File: src/rtl/uart_rx_ext.sv
// Parametrised UART receiver: synchroniser, oversampled 3-sample majority vote,
// optional parity/2 stop bits, valid/ready delivery. Optional break detect: UART_RX_BREAK_DETECT_EN.
module uart_rx_ext #(
   parameter int unsigned CLOCK_FREQ  = 50_000_000,
   parameter int unsigned BAUD_RATE   = 115200,
   parameter int unsigned DATA_BITS   = 8,
   parameter int unsigned PARITY      = 0,
   parameter int unsigned STOP_BITS   = 1,
   parameter int unsigned OVERSAMPLE  = 16,
   parameter int unsigned SYNC_STAGES = 2
) (
   input  logic                 clk,
   input  logic                 rst,
   input  logic                 rx,
   output logic [DATA_BITS-1:0] data_out,
   output logic                 data_valid,
   input  logic                 data_ready,
   output logic                 parity_err,
   output logic                 frame_err,
   output logic                 overrun_err,
`ifdef UART_RX_BREAK_DETECT_EN
   output logic                 break_det,
`endif
   output logic                 busy
);

   localparam int unsigned DIV_RAW = CLOCK_FREQ / (BAUD_RATE * OVERSAMPLE);
   localparam int unsigned DIV     = (DIV_RAW < 1) ? 1 : DIV_RAW;
   localparam int unsigned CW      = (DIV > 1) ? $clog2(DIV) : 1;
   localparam int unsigned SW      = $clog2(OVERSAMPLE);
   localparam int unsigned BW      = (DATA_BITS > 1) ? $clog2(DATA_BITS) : 1;
   localparam int unsigned S_LO    = OVERSAMPLE / 2 - 1;
   localparam int unsigned S_MID   = OVERSAMPLE / 2;
   localparam int unsigned S_HI    = OVERSAMPLE / 2 + 1;
   localparam int unsigned S_END   = OVERSAMPLE - 1;

   typedef enum logic [2:0] {ST_IDLE, ST_START, ST_DATA, ST_PARITY, ST_STOP} state_t;

   state_t                 state_q, state_d;
   logic [SYNC_STAGES-1:0] sync_q, sync_d;
   logic                   rx_prev_q, rx_prev_d;
   logic [CW-1:0]          div_q, div_d;
   logic [SW-1:0]          samp_q, samp_d;
   logic [BW-1:0]          bit_q, bit_d;
   logic                   stop_q, stop_d;
   logic [1:0]             smp_q, smp_d;
   logic [DATA_BITS-1:0]   shift_q, shift_d;
   logic                   perr_q, perr_d, ferr_q, ferr_d, done_q, done_d;
   logic [DATA_BITS-1:0]   data_out_q, data_out_d;
   logic                   dv_q, dv_d, perr_out_q, perr_out_d, ferr_out_q, ferr_out_d;
   logic                   ovr_q, ovr_d, busy_q, busy_d;
   logic                   rx_s, tick, vote, bit_end, maj;
`ifdef UART_RX_BREAK_DETECT_EN
   logic                   hi_q, hi_d, brk_q, brk_d;
   logic [SW-1:0]          hcnt_q, hcnt_d;
`endif

   always_comb begin
      state_d    = state_q;
      sync_d     = {sync_q[SYNC_STAGES-2:0], rx};
      rx_prev_d  = rx_s;
      samp_d     = samp_q;
      bit_d      = bit_q;
      stop_d     = stop_q;
      smp_d      = smp_q;
      shift_d    = shift_q;
      perr_d     = perr_q;
      ferr_d     = ferr_q;
      done_d     = 1'b0;
      data_out_d = data_out_q;
      dv_d       = dv_q;
      perr_out_d = perr_out_q;
      ferr_out_d = ferr_out_q;
      ovr_d      = 1'b0;
      rx_s       = sync_q[SYNC_STAGES-1];
      tick       = (div_q == CW'(DIV - 1));
      div_d      = tick ? '0 : div_q + CW'(1);
      vote       = tick && (samp_q == SW'(S_HI));
      bit_end    = tick && (samp_q == SW'(S_END));
      maj        = (smp_q[0] & smp_q[1]) | (smp_q[0] & rx_s) | (smp_q[1] & rx_s);
`ifdef UART_RX_BREAK_DETECT_EN
      hi_d       = hi_q;
      brk_d      = brk_q;
      hcnt_d     = hcnt_q;
`endif

      // Oversample counter and the two early samples; the third is rx_s at the vote
      if (tick) begin
         samp_d = bit_end ? '0 : samp_q + SW'(1);
         if (samp_q == SW'(S_LO))  smp_d[0] = rx_s;
         if (samp_q == SW'(S_MID)) smp_d[1] = rx_s;
      end

      case (state_q)
         ST_IDLE: begin
            if (rx_prev_q && !rx_s) begin
               state_d = ST_START;
               div_d   = '0;
               samp_d  = '0;
               bit_d   = '0;
               stop_d  = 1'b0;
               perr_d  = 1'b0;
               ferr_d  = 1'b0;
`ifdef UART_RX_BREAK_DETECT_EN
               hi_d    = 1'b0;
`endif
            end
         end
         ST_START: begin
            if (vote && maj)  state_d = ST_IDLE;
            else if (bit_end) state_d = ST_DATA;
         end
         ST_DATA: begin
            if (vote) shift_d[bit_q] = maj;
            if (bit_end) begin
               if (bit_q == BW'(DATA_BITS - 1)) state_d = (PARITY != 0) ? ST_PARITY : ST_STOP;
               else                             bit_d   = bit_q + BW'(1);
            end
         end
         ST_PARITY: begin
            if (vote)    perr_d  = maj ^ (^shift_q) ^ (PARITY == 1);
            if (bit_end) state_d = ST_STOP;
         end
         ST_STOP: begin
            // Last stop bit ends at its vote so an immediately following start edge is caught
            if (vote) begin
               if (!maj) ferr_d = 1'b1;
               if (stop_q == 1'(STOP_BITS - 1)) begin
                  state_d = ST_IDLE;
                  done_d  = 1'b1;
               end
            end else if (bit_end) begin
               stop_d = 1'b1;
            end
         end
         default: state_d = ST_IDLE;
      endcase

`ifdef UART_RX_BREAK_DETECT_EN
      if (vote && maj && (state_q inside {ST_DATA, ST_PARITY, ST_STOP})) hi_d = 1'b1;
      if (brk_q) begin
         if (!rx_s) hcnt_d = '0;
         else if (tick) begin
            if (hcnt_q == SW'(S_END)) begin
               brk_d  = 1'b0;
               hcnt_d = '0;
            end else begin
               hcnt_d = hcnt_q + SW'(1);
            end
         end
      end
`endif

      if (dv_q && data_ready) dv_d = 1'b0;
      if (done_q) begin
`ifdef UART_RX_BREAK_DETECT_EN
         if (!hi_q) begin
            brk_d  = 1'b1;
            hcnt_d = '0;
         end else
`endif
         if (!dv_q || data_ready) begin
            data_out_d = shift_q;
            perr_out_d = perr_q;
            ferr_out_d = ferr_q;
            dv_d       = 1'b1;
         end else begin
            ovr_d = 1'b1;
         end
      end
      busy_d = (state_d != ST_IDLE);
   end

   always_ff @(posedge clk or posedge rst) begin
      if (rst) begin
         state_q    <= ST_IDLE;
         sync_q     <= '1;
         rx_prev_q  <= 1'b1;
         div_q      <= '0;
         samp_q     <= '0;
         bit_q      <= '0;
         stop_q     <= 1'b0;
         smp_q      <= '0;
         shift_q    <= '0;
         perr_q     <= 1'b0;
         ferr_q     <= 1'b0;
         done_q     <= 1'b0;
         data_out_q <= '0;
         dv_q       <= 1'b0;
         perr_out_q <= 1'b0;
         ferr_out_q <= 1'b0;
         ovr_q      <= 1'b0;
         busy_q     <= 1'b0;
`ifdef UART_RX_BREAK_DETECT_EN
         hi_q       <= 1'b0;
         brk_q      <= 1'b0;
         hcnt_q     <= '0;
`endif
      end else begin
         state_q    <= state_d;
         sync_q     <= sync_d;
         rx_prev_q  <= rx_prev_d;
         div_q      <= div_d;
         samp_q     <= samp_d;
         bit_q      <= bit_d;
         stop_q     <= stop_d;
         smp_q      <= smp_d;
         shift_q    <= shift_d;
         perr_q     <= perr_d;
         ferr_q     <= ferr_d;
         done_q     <= done_d;
         data_out_q <= data_out_d;
         dv_q       <= dv_d;
         perr_out_q <= perr_out_d;
         ferr_out_q <= ferr_out_d;
         ovr_q      <= ovr_d;
         busy_q     <= busy_d;
`ifdef UART_RX_BREAK_DETECT_EN
         hi_q       <= hi_d;
         brk_q      <= brk_d;
         hcnt_q     <= hcnt_d;
`endif
      end
   end

   assign data_out    = data_out_q;
   assign data_valid  = dv_q;
   assign parity_err  = perr_out_q;
   assign frame_err   = ferr_out_q;
   assign overrun_err = ovr_q;
   assign busy        = busy_q;
`ifdef UART_RX_BREAK_DETECT_EN
   assign break_det   = brk_q;
`endif

endmodule

File: config.mk
export PLATFORM = sky130hd
export DESIGN_NAME = uart_rx_ext
export DESIGN_NICKNAME = d
export VERILOG_FILES = /design/src/rtl/uart_rx_ext.sv
export SDC_FILE = /design/constraint.sdc
export NUM_CORES = 1
export LEC_CHECK = 0
export CORE_ASPECT_RATIO = 1.25
export CORE_UTILIZATION = 45
export CTS_CLUSTER_DIAMETER = 40
export DETAILED_ROUTE_END_ITERATION = 16
export MAX_ROUTING_LAYER = met4
export SLEW_MARGIN = 20
export SYNTH_ARGS = -nofsm -noshare
export SYNTH_HDL_FRONTEND = slang
export SYNTH_SLANG_ARGS = --single-unit
File: constraint.sdc
create_clock -name clk -period 3.85 [get_ports clk]
set_input_delay 0.385 -clock clk [delete_from_list [all_inputs] [get_ports clk]]
set_output_delay 0.385 -clock clk [all_outputs]
set_load 0.05 [all_outputs]
==> impl_results.md <==
* Number of synthesis warnings at 0
* Post-Syn Nets at 190
* Skew final at 0.007887 ns
* All-layer global routing usage at 0.1796
* RSZ-0062 raised after global routing: no
* Critical-path maximum fanout at 11
* Reg clk slew, reported paths at 0.08 ns
* Kind of critical path: reg2reg
* CTS tree: done
* HP Class: reg2reg
* Average routed wire per standard cell at 14.93 um
* Post-CTS Setup Inserts at 0
* Post-cts gate resize count at 0
* Slew headroom at 0.6233
* Routed Antenna Nets at 0
* Worst-margin pin slew at 0.5651 ns
* Synth Cell Area at 2157 sq um
* Initial antenna violation count at 0
* Via density at 5.437
* Routed WL at 3792 um
* CTS buffer count at 5
* Initial DRC count at 31
* Synth Instances at 179
* Worst setup SP type: register
* Max-cap viol count at 0
* Arrival time worst endpoint at 2.38 ns
* CP Capture Type: register
* HPWL after DPL at 2647 um
* Die Y at 79.41 um
* Hold buffers post-CTS at 0
* Final Hold Viols at 0
* Setup Viol. Count Final at 0
* Multi-input logic area at ~940 sq um
* Most frequent cell after synthesis: dfrtp_1
* Slowest stage delay, CP at ~0.51 ns
* DRC Markers at 0
* Fmax at 466.3 MHz
* Worst VDD drop at about 0.00024 V
* RePlAce Congestion at about 0.83
* Syn_area_per_cell at 12.05 sq um
* Vias in the first global route at 1470
* Core area at 4493 sq um
* Crit path buffers/inverters at 1
* Clock Latency Late Sink at 0.29 ns
* Largest net degree at the start of global routing at 46
* Final Power at 0.9799 mW
* Number of buffers inserted by port buffering at 16
* Slowest stage cell, crit path: a2111oi_0
* Critical Path RT at 4.08 ns
* Cell variety after synth at 47
* Die X at 63.93 um
* Initial DRT Pass Iterations at 4
* Ant diodes at 0
* FF+latch count, synth at 45
* Async set-reset flop share out of synthesis at 1.000
* First-pass GRT wire length at between 6000 and 7000 um
* Rows at 27
* Cell Pwr Density at 402.3 nW/um^2
* Post-synth EDFFs at 0
* Die Area at 5076 sq um
* Starting Density at 0.4801
* NumNets Final at 206
* Root Buffer: clkbuf_8
* Crit share post-route at 0.5570
* Most frequent cells after synthesis: dfrtp_1 (42), mux2_2 (16), nor2_1 (12)
* Area share of the largest cell type after synthesis at 0.4872
* Register area at 1130 sq um
* Io pins at 17
* CTS Buffer Depth at 2
* H-tree levels at 2
* CP Cell Sequence: inv_1 -> ha_1 -> and4b_1 -> nand4_1 -> a2111oi_0 -> a311o_1
* Top cell type by total area after synthesis: dfrtp_1
* Final setup TNS at 0 ns
* P_leak at 1.098 nW
* Clock Sinks at 45
* Delay-heaviest family, CP: simple AND/OR/NAND/NOR gates
* Share of cells above drive strength 1 at 0.1684
* Fillcell total at 400
* Area grow syn2layout at 12.94%
* Count of pins over their slew limit at 0
* Tmin final at between 2 and 2.5 ns
* Synth top area cells: dfrtp_1 (49%), mux2_2 (8.4%), ha_1 (4.1%), dfstp_2 (3.7%), xnor2_1 (3.2%)
* Grt total ovfl at 0
* Via count at between 1000 and 1500
* Synth Flop Type: dfrtp_1
* Status: finished, final reports clean
* Post-synthesis sequential area ratio at 0.5238
## registers in the layout, indices dropped and copies added (netlist names)
signal,flops
bit_q,3
busy,1
data_out,8
data_valid,1
div_q,5
done_q,1
ferr_q,1
frame_err,1
overrun_err,1
parity_err,1
perr_q,1
rx_prev_q,1
samp_q,4
shift_q,8
smp_q,2
state_q,3
stop_q,1
sync_q,2
## through the flow
step	util	hold WS (ns)	instances	worst slack (ns)	area, sq um
5_1_grt	0.5422	0.3680	254	1.421	2436
3_5_place_dp	0.5221	0.3475	246	1.775	2346
4_1_cts	0.5422	0.3594	254	1.730	2436
6_report	0.5422	0.3577	254	1.705	2436
3_3_place_gp	0.5221	0.3460	246	1.873	2346
2_1_floorplan	-	0.3452	179	2.009	2157
## worst paths after layout
| path | startpoint | end | slack (ns) | cells after the start |
|---|---|---|---|---|
| setup / recovery | div_q[0] | bit_q[0] | 1.71 | 6 |
| hold / removal | sync_q[0] | sync_q[1] | 0.36 | 0 |
| setup reg to reg | div_q[0] | bit_q[0] | 1.71 | 6 |
| hold reg to reg | sync_q[0] | sync_q[1] | 0.36 | 0 |
| max in group asynchronous | rst | state_q[0] | 2.92 | 3 |
| min in group asynchronous | rst | frame_err | 0.54 | 3 |
## per-layer routing
layer,up-vias,global-route usage,share of wire
met5,-,-,0
met4,0,0.09318,0.028
met3,8,0.04000,0.023
met2,21,0.3138,0.52
met1,687,0.1885,0.43
li1,665,-,-
## final cells by class
| class | count | area share |
|---|---|---|
| inverter | 9 | 0.01387 |
| sequential | 45 | 0.4638 |
| clock buffer | 8 | 0.03698 |
| tap | 58 | 0.02979 |
| multi-input combinational | 117 | 0.3867 |
| timing repair buffer | 17 | 0.06882 |
## power breakdown
| group | internal (mW) | leakage (nW) | switching (mW) |
|---|---|---|---|
| sequential | 0.513 | 0.600 | 0.0417 |
| clock | 0.146 | 0.0455 | 0.146 |
| combinational | 0.0603 | 0.452 | 0.0720 |
## layout by cell type (no fill, tap or decap), drive strengths merged, types with 2 or more instances in the layout
cell / n
dfrtp: 42
mux2: 20
clkdlybuf4s50: 16
nor2: 12
nand2: 10
nand3: 8
inv: 8
xnor2: 8
clkbuf: 8
ha: 7
nand4b: 5
a21oi: 4
and3: 3
xor2: 3
dfstp: 3
and2: 3
nand2b: 2
o31ai: 2
nand4: 2
o21ai: 2
a32o: 2
a31o: 2
and4bb: 2
## kinds of logic after synthesis
logic type | Yosys count | synth area share
simple gates | 54 | 0.1485
flops | 45 | 0.5238
fa+ha+maj | 8 | 0.04524
buf+inv | 17 | 0.03944
compound gates | 23 | 0.08006
xor+xnor | 12 | 0.05511
mux | 20 | 0.1079
## worst reg2reg max path: stages, from the launching register on
cell and delay, ns:
dfrtp_1 0.41, inv_1 0.07, ha_1 0.15, and4b_1 0.38, nand4_1 0.39, a2111oi_0 0.51
a311o_1 0.18
Power figures use the tool's default switching activity.
